<file path="config.mk">
export PLATFORM = sky130hd
export DESIGN_NAME = fpro_mmio_arbiter
export DESIGN_NICKNAME = d
export VERILOG_FILES = /design/src/rtl/fpro_arb_pkg.sv /design/src/rtl/arb_pick2.sv /design/src/rtl/fpro_mmio_arbiter.sv
export SDC_FILE = /design/constraint.sdc
export NUM_CORES = 1
export LEC_CHECK = 0
export BUFFER_PORTS_ARGS = -buffer_cell sky130_fd_sc_hd__buf_4
export CAP_MARGIN = 20
export CORE_MARGIN = 10
export CORE_UTILIZATION = 35
export DETAILED_ROUTE_END_ITERATION = 16
export PLACE_DENSITY = 0.74
export RECOVER_POWER = 25
export SKIP_CTS_REPAIR_TIMING = 1
export SYNTH_ARGS = -nofsm -noshare
export SYNTH_HDL_FRONTEND = slang
export SYNTH_SLANG_ARGS = --single-unit
</file>
<file path="constraint.sdc">
create_clock -name clk -period 4 [get_ports clk]
set_input_delay 0.2 -clock clk [delete_from_list [all_inputs] [get_ports clk]]
set_output_delay 0.2 -clock clk [all_outputs]
set_load 0.01 [all_outputs]
</file>
<file path="src/rtl/fpro_arb_pkg.sv">
// Shared types and widths for the FPro MMIO two-master arbiter.
package fpro_arb_pkg;
  localparam int FP_ADDR_W = 21;
  localparam int FP_DATA_W = 32;
  localparam int N_MASTERS = 2;

  typedef enum logic [1:0] {
    IDLE  = 2'd0,
    ISSUE = 2'd1,
    DONE  = 2'd2
  } arb_state_t;
endpackage

</file>
<file path="src/rtl/arb_pick2.sv">
// Combinational winner select for two masters.
// ARB_ROUND_ROBIN_EN selects round-robin; otherwise master 0 has fixed priority.
module arb_pick2
  import fpro_arb_pkg::*;
(
  input  logic [N_MASTERS-1:0] req,
`ifdef ARB_ROUND_ROBIN_EN
  input  logic                 ptr,
`endif
  output logic                 valid,
  output logic                 idx
);

  always_comb begin
    valid = |req;
`ifdef ARB_ROUND_ROBIN_EN
    // ptr names the master preferred on a tie, i.e. the one not served last
    idx = (req == 2'b11) ? ptr : req[1];
`else
    idx = ~req[0];
`endif
  end

endmodule

</file>
<file path="src/rtl/fpro_mmio_arbiter.sv">
// Serialises two masters onto the FPro MMIO bus via an IDLE/ISSUE/DONE sequencer.
// Build with ARB_ROUND_ROBIN_EN for round-robin; default is fixed priority to master 0.
//
// state | meaning
// IDLE  | waiting for a request; latch the winner's fields on grant
// ISSUE | single bus cycle with mmio_cs high; read data captured at its end
// DONE  | one-cycle m_ack pulse to the granted master
module fpro_mmio_arbiter
  import fpro_arb_pkg::*;
#(
  parameter int ADDR_W = FP_ADDR_W,
  parameter int DATA_W = FP_DATA_W
) (
  input  logic                 clk,
  input  logic                 reset_n,
  input  logic [N_MASTERS-1:0] m_req,
  input  logic [N_MASTERS-1:0] m_wr,
  input  logic [ADDR_W-1:0]    m_addr0,
  input  logic [ADDR_W-1:0]    m_addr1,
  input  logic [DATA_W-1:0]    m_wr_data0,
  input  logic [DATA_W-1:0]    m_wr_data1,
  output logic [N_MASTERS-1:0] m_ack,
  output logic [DATA_W-1:0]    m_rd_data,
  output logic                 mmio_cs,
  output logic                 mmio_wr,
  output logic                 mmio_rd,
  output logic [ADDR_W-1:0]    mmio_addr,
  output logic [DATA_W-1:0]    mmio_wr_data,
  input  logic [DATA_W-1:0]    mmio_rd_data
);

  arb_state_t state_q, state_d;
  logic       g_q;
  logic       wr_q;
  logic       pick_valid;
  logic       pick_idx;

`ifdef ARB_ROUND_ROBIN_EN
  logic ptr_q;

  arb_pick2 u_pick (
    .req   (m_req),
    .ptr   (ptr_q),
    .valid (pick_valid),
    .idx   (pick_idx)
  );

  always_ff @(posedge clk or negedge reset_n) begin
    if (!reset_n)
      ptr_q <= 1'b0;
    else if (state_q == DONE)
      ptr_q <= ~g_q;
  end
`else
  arb_pick2 u_pick (
    .req   (m_req),
    .valid (pick_valid),
    .idx   (pick_idx)
  );
`endif

  always_ff @(posedge clk or negedge reset_n) begin
    if (!reset_n)
      state_q <= IDLE;
    else
      state_q <= state_d;
  end

  always_comb begin
    state_d = state_q;
    case (state_q)
      IDLE:    if (pick_valid) state_d = ISSUE;
      ISSUE:   state_d = DONE;
      DONE:    state_d = IDLE;
      default: state_d = IDLE;
    endcase
  end

  // Bus strobes are registered from the grant decision so mmio_* never sees m_req combinationally
  always_ff @(posedge clk or negedge reset_n) begin
    if (!reset_n) begin
      g_q          <= 1'b0;
      wr_q         <= 1'b0;
      m_ack        <= '0;
      m_rd_data    <= '0;
      mmio_cs      <= 1'b0;
      mmio_wr      <= 1'b0;
      mmio_rd      <= 1'b0;
      mmio_addr    <= '0;
      mmio_wr_data <= '0;
    end else begin
      mmio_cs <= 1'b0;
      mmio_wr <= 1'b0;
      mmio_rd <= 1'b0;
      m_ack   <= '0;
      case (state_q)
        IDLE: begin
          if (pick_valid) begin
            g_q          <= pick_idx;
            wr_q         <= m_wr[pick_idx];
            mmio_addr    <= pick_idx ? m_addr1 : m_addr0;
            mmio_wr_data <= pick_idx ? m_wr_data1 : m_wr_data0;
            mmio_cs      <= 1'b1;
            mmio_wr      <= m_wr[pick_idx];
            mmio_rd      <= ~m_wr[pick_idx];
          end
        end
        ISSUE: begin
          if (!wr_q)
            m_rd_data <= mmio_rd_data;
          m_ack[g_q] <= 1'b1;
        end
        default: ;
      endcase
    end
  end

endmodule

</file>
# Word-level counts from Yosys, hierarchy flattened
# Index checks and enable logic that the tools add are counted.
# word_totals
output_inout_bits	90
register_bits	94
elab_cells	38
inputBits	144
# classes
mux	15
magnitude_cmp	3
reduce_logical	5
bitwise_logic	3
n_eq_ne	2
# op_table
operator	count
two-way mux 32 bit	1
two-way mux 21 bit	1
two-way mux 1 bit	9
< comparator 1 x 2 -> 1 bit, second input constant	2
two-way mux 2 bit	2
one-hot mux 2 bit (2 select lines)	1
AND reduction 2 bit	2
NOT 1 bit	3
equality test 2 x 1 -> 1 bit, second input constant	1
zero test 2 bit	1
inequality test 2 bit, second input constant	1
OR reduction 2 bit	1
demux 1 bit (select 1 bit)	1
greater-or-equal comparator 1 bit, second input constant	1
logical AND 1 bit	1

# Longest topological paths before layout
# logic_depth
depth_word	6
ltp_mapped	5
depth_no_buf	3

# Hierarchy
# From an unflattened synthesis, not the netlist that was laid out.
# unflattened
hier_cells	261
area_unflattened_um2	4242.8
# modules_own_cells
module	instances	seq_area_each_um2	area_per_inst_um2	cells_per_inst
fpro_mmio_arbiter	1	2352.3	4232.8	259
arb_pick2	1	0.0	10.0	2

# Worst setup path after synthesis
# Ideal clock, no wire load.
# synth_path
path_type	reg2reg
startpoint	register state_q[1]
endpoint	register mmio_addr[0]
setup_time_ns	0.125
slack_ns	2.605
required_time_ns	3.875
path_stages_with_launch	6
path_buffers	2
synth_period_minus_slack_ns	1.395
t_arrival_ns	1.270
path_cell_list	dfrtp_1 > nor2_2 > o21a_2 > buf_6 > buf_6 > mux2_4
# synth_between
elab_chain_cells	2
# synth_rtl
element	line	rtl
start: declaration	fpro_mmio_arbiter.sv:32	arb_state_t state_q, state_d;
start signal: assignment	fpro_mmio_arbiter.sv:66	state_q <= state_d;
zero test 2 bit	fpro_mmio_arbiter.sv:96	case (state_q)
AND reduction 2 bit (no line)	--	
end signal: assignment	fpro_mmio_arbiter.sv:101	mmio_addr <= pick_idx ? m_addr1 : m_addr0;
end: declaration	fpro_mmio_arbiter.sv:27	output logic [ADDR_W-1:0] mmio_addr,
# Every way passes these cells.
# A chain may end at the register's enable or synchronous reset.

# Final worst setup path
# layout_path
startpoint	register state_q[1]
endpoint	register mmio_addr[14]
# The elaborated chain is that of the path after synthesis.

==> results.cfg <==
[floorplan]
start_util = 0.359
die-width_um = 131
core_um2 = 12100
die_y_um = 131
die_area_um2 = 17200
ios = 234
rows = 40

[yosys]
synthDominantCellAreaShare = 0.544
netlist_instances = 262
ys.flop_type = dfrtp_1
synth_top_cell_by_area = dfrtp_1
synth_most_common_cell = dfrtp_1
synth.avg_cell_area_um2 = 16.5
synth.net_count = 406
synth-seq-cells = 94
synth_common_cells = dfrtp_1 (94), mux2_2 (79), mux2_4 (50)
ys_seq_area_frac = 0.544
synth.distinct_cells = 17
async_flop_share = 1.00
synth_edf_count = 0
synth_area_um2 = 4330
yosysWarnings = 0
synth_area_leaders = dfrtp_1 (54%), mux2_2 (21%), mux2_4 (17%)

[cells_and_area]
syn_to_final_growth_pct = 50.7
fin_area_um2 = 6520
drive_gt1_frac = 0.747
utilization = 0.541
antenna_cells = 0
nets = 640

[place]
dp_hpwl_mm = 9.46
place_area_um2 = 6190
io_buffers = 233
globalplace.congestion = 0.738

[worst_setup_path]
critPathRequiredTime_ns = 4.22
crit_chain = nor2_2 -> o21a_2 -> buf_12 -> mux2_2
cp-end-kind = register
slowest_stage = o21a_2
start_kind = register
crit_type = reg2reg
slowest_delay_ns = 0.71
worst-path-max-fanout = 30
worstPathArrival_ns = 2.29

[global_routing]
grt-ovfl-total = 0
grt_max_degree = 57
grt_pass1_wl_mm = 18.6
grt_usage = 0.134
grt_pass1_vias = 3405
antenna_found_initial = 0

[timing]
fin_crit_ns = 2.07
finalHoldViolations = 0
rsz0062_at_grt = no
finalCritPeriodShare = 0.517
relSlewSlack = -0.121
drv_slew = 57
max_slew.worst_pin.slew_ns = 1.68
tns_ns = 0
fmax_ghz = 0.483
skew_ns = 0.00590
finalSetupViolCount = 0

[detailed_routing]
wire_per_inst_um = 17.6
drcViolationCount = 0
wl_mm = 11.8
drtPass1Iterations = 3
num_vias = 2985
post_drt_via_cell_ratio = 4.46
ant_nets = 0
drtIter0Drc = 97

[clock_network]
clk_pin_slew_ns = 0.06
clk_latency_ns = 0.34
cts_tree = done
clock_path_buffers = 2
htree_levels = 3
cts_buffers = 9
clock-sinks = 94
root_buffer = clkbuf_16

[flow_run]
drv_cap = 1

[power]
power_leakage_nw = 3.19
p_per_area_nw_per_um2 = 747
ir_drop_mv = 0.280

[min_path]
min_path_type = in2reg

[run_status]
violations = max-capacitance violations, max-slew violations
status = complete, but fails checks
[flip-flops by register name (all words and copies together) (netlist names), 2 cells and up]
name	flops
state_q	2
m_ack	2
mmio_wr_data	32
mmio_addr	21
m_rd_data	32
[kinds of logic after synthesis]
kind of cell	count (synthesis)	share of synthesized area
flip-flops	94	0.544
multiplexers	140	0.407
AO/OA/AOI/OAI	4	0.00607
AND/OR/NAND/NOR	7	0.00954
buffers and inverters	17	0.0338
[final cells by class]
| cell class | instances | area, um2 |
|---|---|---|
| flip-flops and latches | 94 | 2350 |
| fillers | 1036 | 5540 |
| multi-input cells | 151 | 1830 |
| clock buffers | 10 | 229 |
| well taps | 168 | 210 |
| clock inverters | 6 | 134 |
| repair buffers | 238 | 1760 |
| inverters | 2 | 7.51 |
[layer usage]
layer / up-vias / routed length (um) / part of all wire / global-route usage
met1: 1436 / 4740 / 0.40 / 0.148
met4: 0 / 205 / 0.017 / 0.0531
met5: - / 0 / 0 / 0
met2: 137 / 5750 / 0.49 / 0.220
li1: 1397 / - / - / -
met3: 15 / 1110 / 0.094 / 0.0625
[path summary, 6_finish.rpt]
| check | start | endpoint | slack (ns) | depth (start not counted) |
|---|---|---|---|---|
| max | state_q[1]$_DFFE_PN0P_ | mmio_addr[14]$_DFFE_PN0P_ | 1.93 | 4 |
| min | mmio_rd_data[11] | m_rd_data[11]$_DFFE_PN0P_ | 0.08 | 2 |
| max reg2reg | state_q[1]$_DFFE_PN0P_ | mmio_addr[14]$_DFFE_PN0P_ | 1.93 | 4 |
| min reg2reg | g_q$_DFFE_PN0P_ | m_ack[0]$_DFF_PN0_ | 0.47 | 1 |
| max in group asynchronous | reset_n | mmio_addr[14]$_DFFE_PN0P_ | 2.55 | 3 |
| min in group asynchronous | reset_n | m_rd_data[19]$_DFFE_PN0P_ | 0.44 | 2 |
[critical path, delay by kind of cell (launching register included)]
family                 cells  cell delay (ns)
and+or+nand+nor            1             0.18
buffers and inverters      1             0.28
muxes                      1             0.36
AOI/OAI and AO/OA          1             0.71
DFF                        1             0.39
[through the flow]
step | power [mW] | setup slack, ns | cells | hold WS (ns)
finish | 4.87 | 1.93 | 669 | 0.0816
detailed placement | 3.96 | 1.89 | 652 | 0.304
floorplan | 2.88 | 2.60 | 262 | -0.0956
global route | 5.18 | 1.78 | 669 | 0.0741
CTS | 5.01 | 1.86 | 668 | -0.0797
global placement | 3.88 | 1.96 | 652 | 0.281
[placed cells by master, fill, tap and decap left out, types with 2 or more instances in the layout]
cell	netlist	layout
clkbuf_1	0	11
mux2_2	79	79
clkbuf_16	0	9
bufinv_16	0	4
inv_1	2	2
and2_1	2	2
buf_4	3	225
mux2i_1	2	2
dfrtp_1	94	94
mux2_4	50	50
mux2_1	9	9
nor2_2	2	2
a21oi_1	2	2
[power breakdown]
group	internal [mW]	leakage, nW	total (mW)	switching, mW
clock network	0.674	0.177	1.03	0.354
logic	1.28	1.90	2.15	0.863
registers	1.44	1.11	1.70	0.258
total	3.40	3.19	4.87	1.47
No activity file was read; power rests on OpenSTA's default activity.
